**config.mk**
```make
export PLATFORM = sky130hd
export DESIGN_NAME = multitrack_recorder
export DESIGN_NICKNAME = d
export VERILOG_FILES = /design/src/rtl/synth_pkg.sv /design/src/rtl/rec_tick_gen.sv /design/src/rtl/multitrack_recorder.sv
export SDC_FILE = /design/constraint.sdc
export NUM_CORES = 2
export LEC_CHECK = 0
export CAP_MARGIN = 0
export CORE_MARGIN = 1
export CORE_UTILIZATION = 48
export DETAILED_ROUTE_END_ITERATION = 8
export GPL_TIMING_DRIVEN = 0
export PLACE_DENSITY = 0.67
export SYNTH_ARGS = -nofsm -noshare
export SYNTH_HDL_FRONTEND = slang
export SYNTH_HIERARCHICAL = 1
export SYNTH_SLANG_ARGS = --single-unit
export TNS_END_PERCENT = 50
```
**constraint.sdc**
```tcl
create_clock -name clock -period 41.1 [get_ports clock]
set_clock_uncertainty 0.05 [all_clocks]
set_input_delay 12.33 -clock clock [delete_from_list [all_inputs] [get_ports clock]]
set_output_delay 12.33 -clock clock [all_outputs]
set_load 0.01 [all_outputs]
```
**src/rtl/synth_pkg.sv**
```systemverilog
`default_nettype none
// ============================================================================
// synth_pkg : shared mode encodings and width helper for the key recorder
// Revision  : 1.0
// ============================================================================
package synth_pkg;

    localparam logic [1:0] MODE_IDLE = 2'b00;
    localparam logic [1:0] MODE_REC  = 2'b01;
    localparam logic [1:0] MODE_PLAY = 2'b10;
    localparam logic [1:0] MODE_OVD  = 2'b11;

    typedef enum logic [1:0] {
        ST_IDLE = 2'b00,
        ST_REC  = 2'b01,
        ST_PLAY = 2'b10,
        ST_OVD  = 2'b11
    } mode_t;

    function automatic int clog2(input int value);
        int w;
        w = 0;
        for (int i = 0; i < 31; i++) begin
            if ((1 << i) < value) w = i + 1;
        end
        return w;
    endfunction

endpackage
`default_nettype wire

```
**src/rtl/rec_tick_gen.sv**
```systemverilog
`default_nettype none
// ============================================================================
// rec_tick_gen : TICK_DIV-cycle step timer with enable and synchronous clear
// Revision     : 1.0
// ============================================================================
module rec_tick_gen
    import synth_pkg::*;
#(
    parameter int TICK_DIV = 500000
) (
    input  logic clk,
    input  logic rst,
    input  logic i_enable,
    input  logic i_clear,
    output logic o_tick
);

    localparam int CNT_W = (clog2(TICK_DIV) > 1) ? clog2(TICK_DIV) : 1;
    localparam logic [CNT_W-1:0] c_CNT_LAST = CNT_W'(TICK_DIV - 1);

    logic [CNT_W-1:0] r_cnt;

    assign o_tick = i_enable && (r_cnt == c_CNT_LAST);

    always_ff @(posedge clk or posedge rst) begin
        if (rst) begin
            r_cnt <= '0;
        end else if (i_clear) begin
            r_cnt <= '0;
        end else if (i_enable) begin
            r_cnt <= o_tick ? '0 : r_cnt + 1'b1;
        end
    end

endmodule
`default_nettype wire

```
**src/rtl/multitrack_recorder.sv**
```systemverilog
`default_nettype none
// ============================================================================
// multitrack_recorder : tick-rate key capture into NUM_TRACKS loop tracks with
//                       record / overdub / play / clear and muted OR replay
// Revision            : 1.0
// ============================================================================
module multitrack_recorder
    import synth_pkg::*;
#(
    parameter  int NUM_KEYS   = 4,
    parameter  int NUM_TRACKS = 2,
    parameter  int DEPTH      = 256,
    parameter  int TICK_DIV   = 500000,
    localparam int ADDR_W     = clog2(DEPTH),
    localparam int TRK_W      = (clog2(NUM_TRACKS) > 1) ? clog2(NUM_TRACKS) : 1
) (
    input  logic                  clock,
    input  logic                  reset,
    input  logic                  go,
    input  logic [1:0]            cmd,
    input  logic [TRK_W-1:0]      track,
    input  logic [NUM_TRACKS-1:0] mute,
    input  logic [NUM_KEYS-1:0]   keys,
    output logic [1:0]            mode,
    output logic [NUM_KEYS-1:0]   playback_keys,
    output logic [ADDR_W-1:0]     step,
    output logic [ADDR_W:0]       loop_len,
    output logic                  full
);

    localparam int WORD_W = NUM_TRACKS * NUM_KEYS;
    localparam logic [ADDR_W-1:0] c_STEP_LAST = ADDR_W'(DEPTH - 1);

    mode_t                 r_mode, w_mode_nxt;
    logic [ADDR_W-1:0]     r_step, w_step_nxt;
    logic [ADDR_W:0]       r_loop_len, w_loop_len_nxt;
    logic                  r_full, w_full_nxt;
    logic                  r_first, w_first_nxt;
    logic [TRK_W-1:0]      r_track, w_track_nxt;
    logic [NUM_TRACKS-1:0] r_mute;
    logic [WORD_W-1:0]     r_mem [DEPTH];
    logic [WORD_W-1:0]     r_rd_word, w_wr_word;
    logic                  w_wr_en, w_tick, w_accept, w_trk_ok, w_have_loop, w_step_wrap, w_tick_en;

    assign w_trk_ok    = int'(track) < NUM_TRACKS;
    assign w_have_loop = (r_loop_len != '0);
    assign w_step_wrap = ({1'b0, r_step} == (r_loop_len - 1'b1));
    assign w_tick_en   = (r_mode != ST_IDLE);

    rec_tick_gen #(
        .TICK_DIV (TICK_DIV)
    ) u_tick (
        .clk      (clock),
        .rst      (reset),
        .i_enable (w_tick_en),
        .i_clear  (w_accept),
        .o_tick   (w_tick)
    );

    always_comb begin
        w_mode_nxt     = r_mode;
        w_step_nxt     = r_step;
        w_loop_len_nxt = r_loop_len;
        w_full_nxt     = r_full;
        w_first_nxt    = r_first;
        w_track_nxt    = r_track;
        w_accept       = 1'b0;
        w_wr_en        = 1'b0;
        w_wr_word      = r_rd_word;

        if (go) begin
            case (cmd)
                MODE_IDLE: begin
                    w_accept   = 1'b1;
                    w_mode_nxt = ST_IDLE;
                    if (r_mode == ST_IDLE) begin
                        w_loop_len_nxt = '0;
                        w_full_nxt     = 1'b0;
                    end
                end
                MODE_REC: begin
                    if (w_trk_ok) begin
                        w_accept    = 1'b1;
                        w_mode_nxt  = ST_REC;
                        w_track_nxt = track;
                        w_first_nxt = !w_have_loop;
                    end
                end
                MODE_OVD: begin
                    if (w_trk_ok && w_have_loop) begin
                        w_accept    = 1'b1;
                        w_mode_nxt  = ST_OVD;
                        w_track_nxt = track;
                        w_first_nxt = 1'b0;
                    end
                end
                default: begin
                    if (w_have_loop) begin
                        w_accept   = 1'b1;
                        w_mode_nxt = ST_PLAY;
                    end
                end
            endcase
            if (w_accept) w_step_nxt = '0;
        end

        // An accepted command discards the coincident tick entirely
        if (!w_accept && w_tick) begin
            case (r_mode)
                ST_REC, ST_OVD: begin
                    w_wr_en = 1'b1;
                    for (int t = 0; t < NUM_TRACKS; t++) begin
                        if (TRK_W'(t) == r_track) begin
                            w_wr_word[t*NUM_KEYS +: NUM_KEYS] = (r_mode == ST_OVD) ?
                                (r_rd_word[t*NUM_KEYS +: NUM_KEYS] | keys) : keys;
                        end else if (r_first) begin
                            w_wr_word[t*NUM_KEYS +: NUM_KEYS] = '0;
                        end
                    end
                    if (r_first) begin
                        w_loop_len_nxt = {1'b0, r_step} + 1'b1;
                        if (r_step == c_STEP_LAST) begin
                            w_full_nxt = 1'b1;
                            w_mode_nxt = ST_IDLE;
                        end else begin
                            w_step_nxt = r_step + 1'b1;
                        end
                    end else begin
                        w_step_nxt = w_step_wrap ? '0 : r_step + 1'b1;
                    end
                end
                ST_PLAY: w_step_nxt = w_step_wrap ? '0 : r_step + 1'b1;
                default: ;
            endcase
        end
    end

    always_ff @(posedge clock or posedge reset) begin
        if (reset) begin
            r_mode     <= ST_IDLE;
            r_step     <= '0;
            r_loop_len <= '0;
            r_full     <= 1'b0;
            r_first    <= 1'b0;
            r_track    <= '0;
            r_mute     <= '0;
        end else begin
            r_mode     <= w_mode_nxt;
            r_step     <= w_step_nxt;
            r_loop_len <= w_loop_len_nxt;
            r_full     <= w_full_nxt;
            r_first    <= w_first_nxt;
            r_track    <= w_track_nxt;
            r_mute     <= mute;
        end
    end

    // Read and write share the step address, so a write bypasses to the read port
    always_ff @(posedge clock) begin
        if (w_wr_en) begin
            r_mem[r_step] <= w_wr_word;
            r_rd_word     <= w_wr_word;
        end else begin
            r_rd_word     <= r_mem[r_step];
        end
    end

    always_comb begin
        playback_keys = '0;
        if (r_mode != ST_IDLE) begin
            for (int t = 0; t < NUM_TRACKS; t++) begin
                if (!r_mute[t] && !((r_mode == ST_REC || r_mode == ST_OVD) && TRK_W'(t) == r_track)) begin
                    playback_keys = playback_keys | r_rd_word[t*NUM_KEYS +: NUM_KEYS];
                end
            end
        end
    end

    assign mode     = r_mode;
    assign step     = r_step;
    assign loop_len = r_loop_len;
    assign full     = r_full;

endmodule
`default_nettype wire

```
Word-level counts from Yosys, hierarchy flattened
Memory sizes are Yosys's and may differ from the RTL's. A register that Yosys moved wholly into a read port is not among the register bits.
Cells that the tools add are included.
- bits in registers: 43
- RAM bits: 2048
- bits of input ports: 12
- output and inout bits: 24
- word-level logic and storage cells: 103
- memories: 1
- $add $sub $neg: 4
- eq/ne operators: 9
- muxes and demuxes: 55
- bitwise logic cells: 4
- reductions and logical operators: 22
- memory list (memory ; words ; bits a word ; read ports ; clocked after memory_dff ; wr ports ; line ; text):
    r_mem ; 256 ; 8 ; 1 ; 1 ; 1 ; multitrack_recorder.sv:41 ; logic [WORD_W-1:0] r_mem [DEPTH];
- operators by type and width (cell ; number):
    $mux 8 ; 8
    $mux 19 ; 3
    $mux 9 ; 6
    $mux 4 ; 10
    $add 19x1->19 const B ; 1
    $eq 19x19->1 const B ; 1
    $mux 1 ; 17
    $pmux 8 s2 ; 1
    $mux 2 ; 7
    $or 4x4->4 ; 3
    $add 8x1->9 const B ; 1
    $eq 8x9->1 ; 1
    $reduce_bool 9->1 ; 1
    $sub 9x1->9 const B ; 1
    $add 8x1->8 const B ; 1
    $eq 8x8->1 const B ; 1
    $eq 2x2->1 const B ; 3
    $logic_and 1x1->1 ; 6
    $logic_not 1->1 ; 6
    $pmux 2 s3 ; 1
    $reduce_bool 2->1 ; 3
    $eq 2x1->1 const B ; 2
    $logic_not 2->1 ; 2
    $pmux 1 s2 ; 2
    5 further kinds ; 6

Logic depth before layout (Yosys ltp)
- depth after elaboration: 10
- depth in mapped cells: 14
- depth with buffers taken out: 10

Cells and area by module
The synthesis kept the hierarchy.
- by module, submodules not included (module ; instances ; cells each ; area an instance (µm²) ; sequential area each (µm²)):
    multitrack_recorder ; 1 ; 3888 ; 81564.5 ; 62259.7
    rec_tick_gen ; 1 ; 122 ; 1104.8 ; 475.5

Worst setup path after synthesis
OpenSTA, ideal clock, no wires.
- path type: input-to-reg
- start point: input cmd[1]
- end point: memory r_mem[0][0] in the netlist's numbering, data pin
- setup time: 2187 ps
- arrival time: 23029 ps
- required time: 38863 ps
- setup slack: 15834 ps
- cell stages on the path: 7
- buffers on the path: 1
- path through: inv_1 -> o21a_1 -> nor2b_4 -> and2_4 -> buf_8 -> nand2_1 -> o21ai_0
- cells in the longest elaborated chain, start to end: 8
- elaborated cells between the ends (all ways): 9
- classes of those cells: 1 x eq/ne; 4 x mux; 4 x reduce/logical
- RTL lines (element ; line ; text):
    start, declared ; multitrack_recorder.sv:20 ; input logic [1:0] cmd,
    $eq 2x1->1 or $logic_not 2->1 (tied branches) ; multitrack_recorder.sv:72 ; case (cmd)
    $reduce_or 2->1 (no source line) (*) ; n/a ;
    $mux 1 (*) ; n/a ;
    $mux 1 (*) (2 in series) ; multitrack_recorder.sv:71 ; if (go) begin
    $logic_not 1->1 (*) ; multitrack_recorder.sv:108 ; if (!w_accept && w_tick) begin
    $logic_and 1x1->1 (*) ; multitrack_recorder.sv:108 ;
    $mux 8 (*) ; multitrack_recorder.sv:108 ;
    named net w_wr_word[0] ; multitrack_recorder.sv:42 ; logic [WORD_W-1:0] r_rd_word, w_wr_word;
    end, declared ; multitrack_recorder.sv:41 ;
Mark *: on every way through the listed nets, which the timed path passes. The rest lies on a longest branch. The select of a mux whose other input is x is not followed.

==> summary.txt <==
Final slew viol count = 22
Post-route ant nets = 0
Post-CTS sizing = 0
Clock network fraction of total power = 42.4%
Total Nets Final = 4329
Post-route cell area = 0.0939 mm^2
Mapped Avg Cell Area = 20.6 um^2
Worst-path maximum fanout = 10
CP max stage cell = clkbuf_1
Switching share of total power = 21.7%
Prevailing post-synth register cell = edfxtp_1
Int Power = 3.45 mW
Reg clk slew, reported paths = 0.06 ns
Dpl cell area = 0.0873 mm^2
Top post-synthesis cells by count = edfxtp_1, mux4_2, nor2_1
Worst Hold Class = reg2reg
Setup total negative slack = 0 ns
Seq/Total Area, Yosys = 75.9%
Area of the multi-input gates = 0.0186 mm^2
Placed Instances = 6397
Fill cell count = 12700
Final WL = 284000 um
Main combinational cell family by area after synthesis = multiplexers
CTS Root Cell = clkbuf_16
Area contributors post-synth = edfxtp_1, mux4_2, nor2_1, mux2i_1, dfrtp_1
Worst slew pin tran = 1.60 ns
Port bufs = 35
CP Capture Type = primary output
1st-iter DRT viols = 8917
Tmin final = 19.86 ns
Non-Filler Instances = 6795
Fin crit share = 48.3%
CP Class = reg2out
Core Box Area = 0.170 mm^2
Post-route DRC = 0
Clk_lat worst skew = 0.89 ns
Reg area = 0.0627 mm^2
Peak Freq = 50.4 MHz
#FFs+latches synth = 2099
Clk sinks = 2099
Number of max-cap violations = 2
Gpl congestion = 0.968
Share of layout cells above drive strength 1 = 23.4%
Top cell type's share of synthesized area = 74.4%
Slew margin rel. = -6.52%
Distinct cell type count after synthesis = 79
WP data required = 28.72 ns
Via Count = 46600
Gr ovfl total = 0
CP Cell Sequence = clkbuf_1, clkbuf_1, clkbuf_1, mux2i_1, a21oi_1, a211oi_1, nor4_1, inv_1, o22ai_1, clkdlybuf4s50_1
YS warnings = 6
First-pass GRT wire length = 379000 um
Initial antenna violation count = 21
GRT Total Usage = 32.8%
Die Height = 417 um
VDD IR max = 53.2 uV
Total power = 4.41 mW
Final hold vios = 0
Post-CTS setup buffers = 0
Top-count cell post-synth = edfxtp_1
Post-Synth Simple-Gate Area = 3.70%
Vias per Instance = 6.85
Clock buffer depth = 3
TritonCTS clock tree = built
Vias in the first global route = 44300
Die width = 417 um
Pin count of the biggest net entering global routing = 88
Htree depth = 4
Switching power = 0.958 mW
Hold Slack = 0.354 ns
Synthesized Nets = 4028
PD cells = 46.9 mW/mm^2
Rows = 151
# IOs = 36
Status = finished, violations left
Instance count of the mapped netlist = 4010
Violated checks = capacitance limit, slew limit
1st-pass router iterations = 6
Hold_buf cts = 0
Post-synthesis adder-cell area fraction = 0.0908%
Number of synthesized flops with an enable pin = 2048
CP Launch Type = flop
Wire per inst = 41.8 um
Mapped Area = 0.0827 mm^2
Final setup viols = 0
Area grow syn2layout = 13.6%
Compound-cell area share of the yosys netlist = 2.94%
Post-synth top area cell = edfxtp_1
RSZ-0062 raised after global routing = no
Crit path DAT = 7.48 ns
Post-synthesis mux area share = 15.4%
Post-DP HPWL = 189000 um
Die area = 0.174 mm^2
Sequential Power Share = 54.0%
Max stage delay on crit path = 1.17 ns
Share of total power in combinational logic = 3.6%
Initial core utilization = 48.6%
Total CTS buffers = 207
XOR/XNOR Fraction of Synth Area = 0.307%
Crit-path most repeated cell = clkbuf_1
Leak = 25.6 nW
Synth async-reset ratio = 2.05%
logic make-up after synthesis:
logic type | Yosys count
AOI/OAI and AO/OA | 352
xor gates and xnor gates | 29
adders and majority gates | 6
buffers and inverters | 250
DFF | 2099
muxes | 632
and+or+nand+nor | 642
worst paths after layout:
path | from | to | slack, ns | depth (start not counted)
min reg2reg | step[4]$_DFF_PP0_ | flop | 0.35 | 0
max in group asynchronous | reset | step[5]$_DFF_PP0_ | 28.44 | 2
max | flop | playback_keys[0] | 21.24 | 10
min in group asynchronous | reset | u_tick/r_cnt[0]$_DFFE_PP0P_ | 11.87 | 2
max reg2reg | flop | r_mem[211][0]$_DFFE_PP_ | 33.50 | 12
min | step[4]$_DFF_PP0_ | flop | 0.35 | 0
registers in the layout, summed over array words and instances (netlist names), named ones only:
name and cells:
r_track 1, step 8, r_mem 2048, mode 2
r_first 1, u_tick/r_cnt 19, r_mute 2, loop_len 9
full 1
layout by cell type (no fill, tap or decap), types with 14 or more instances in the layout:
cell type	instances
nand2b_1	18
a22oi_1	74
mux4_2	508
nor2b_1	23
nand2_1	135
xor2_1	19
o21ai_0	52
mux2_2	14
mux2i_1	110
buf_4	44
buf_16	22
nand3_4	14
bufinv_16	15
a21oi_1	59
clkbuf_16	208
clkinv_2	27
edfxtp_1	2048
clkdlybuf4s50_1	35
clkbuf_1	122
nor2_1	319
dfrtp_1	43
inv_1	20
buf_12	36
clkinv_1	59
buf_6	25
o22ai_1	18
a221oi_1	24
nand3_1	39
buf_2	69
a22o_1	14
through the flow:
step	setup slack [ns]	utilization, %
after floorplan	15.83	-
after global placement	2.33	50.5
after detailed placement	22.43	51.3
after CTS	21.60	55.2
after global routing	21.60	55.2
final	21.24	55.2
power groups by stage:
| stage | clock, mW | sequential (mW) | combinational, mW |
|---|---|---|---|
| after floorplan | 0 | 2.47 | 0.0569 |
| after global placement | 0 | 2.52 | 0.118 |
| after detailed placement | 0 | 2.42 | 0.152 |
| after CTS | 1.86 | 2.38 | 0.153 |
| after global routing | 1.94 | 2.38 | 0.160 |
| final | 1.87 | 2.38 | 0.159 |
critical path: cells and delay by family (launching register included):
family                 cells  cell delay [ns]
AND/OR/NAND/NOR            1             1.00
buffers and inverters      5             3.62
AO/OA/AOI/OAI              3             1.04
multiplexers               1             0.19
flip-flops                 1             0.70
final cells by class:
cell class,count,share of cell area [%]
Sequential cell,2099,66.8
Multi-Input combinational cell,1661,19.8
Clock buffer,262,5.76
Tap cell,2295,3.06
Timing Repair Buffer,92,1.76
Buffer,227,1.43
Clock inverter,124,1.29
Inverter,23,0.0919
Antenna cell,12,0.0320
per-layer routing:
layer | vias up | global-route usage (%) | routed length, um
met5 | - | 0 | 143
met3 | 869 | 13.2 | 44800
met2 | 4224 | 47.2 | 123000
met1 | 24200 | 41.7 | 95000
met4 | 22 | 20.0 | 20800
li1 | 17200 | - | -
No activity file was read; power rests on OpenSTA's default activity.
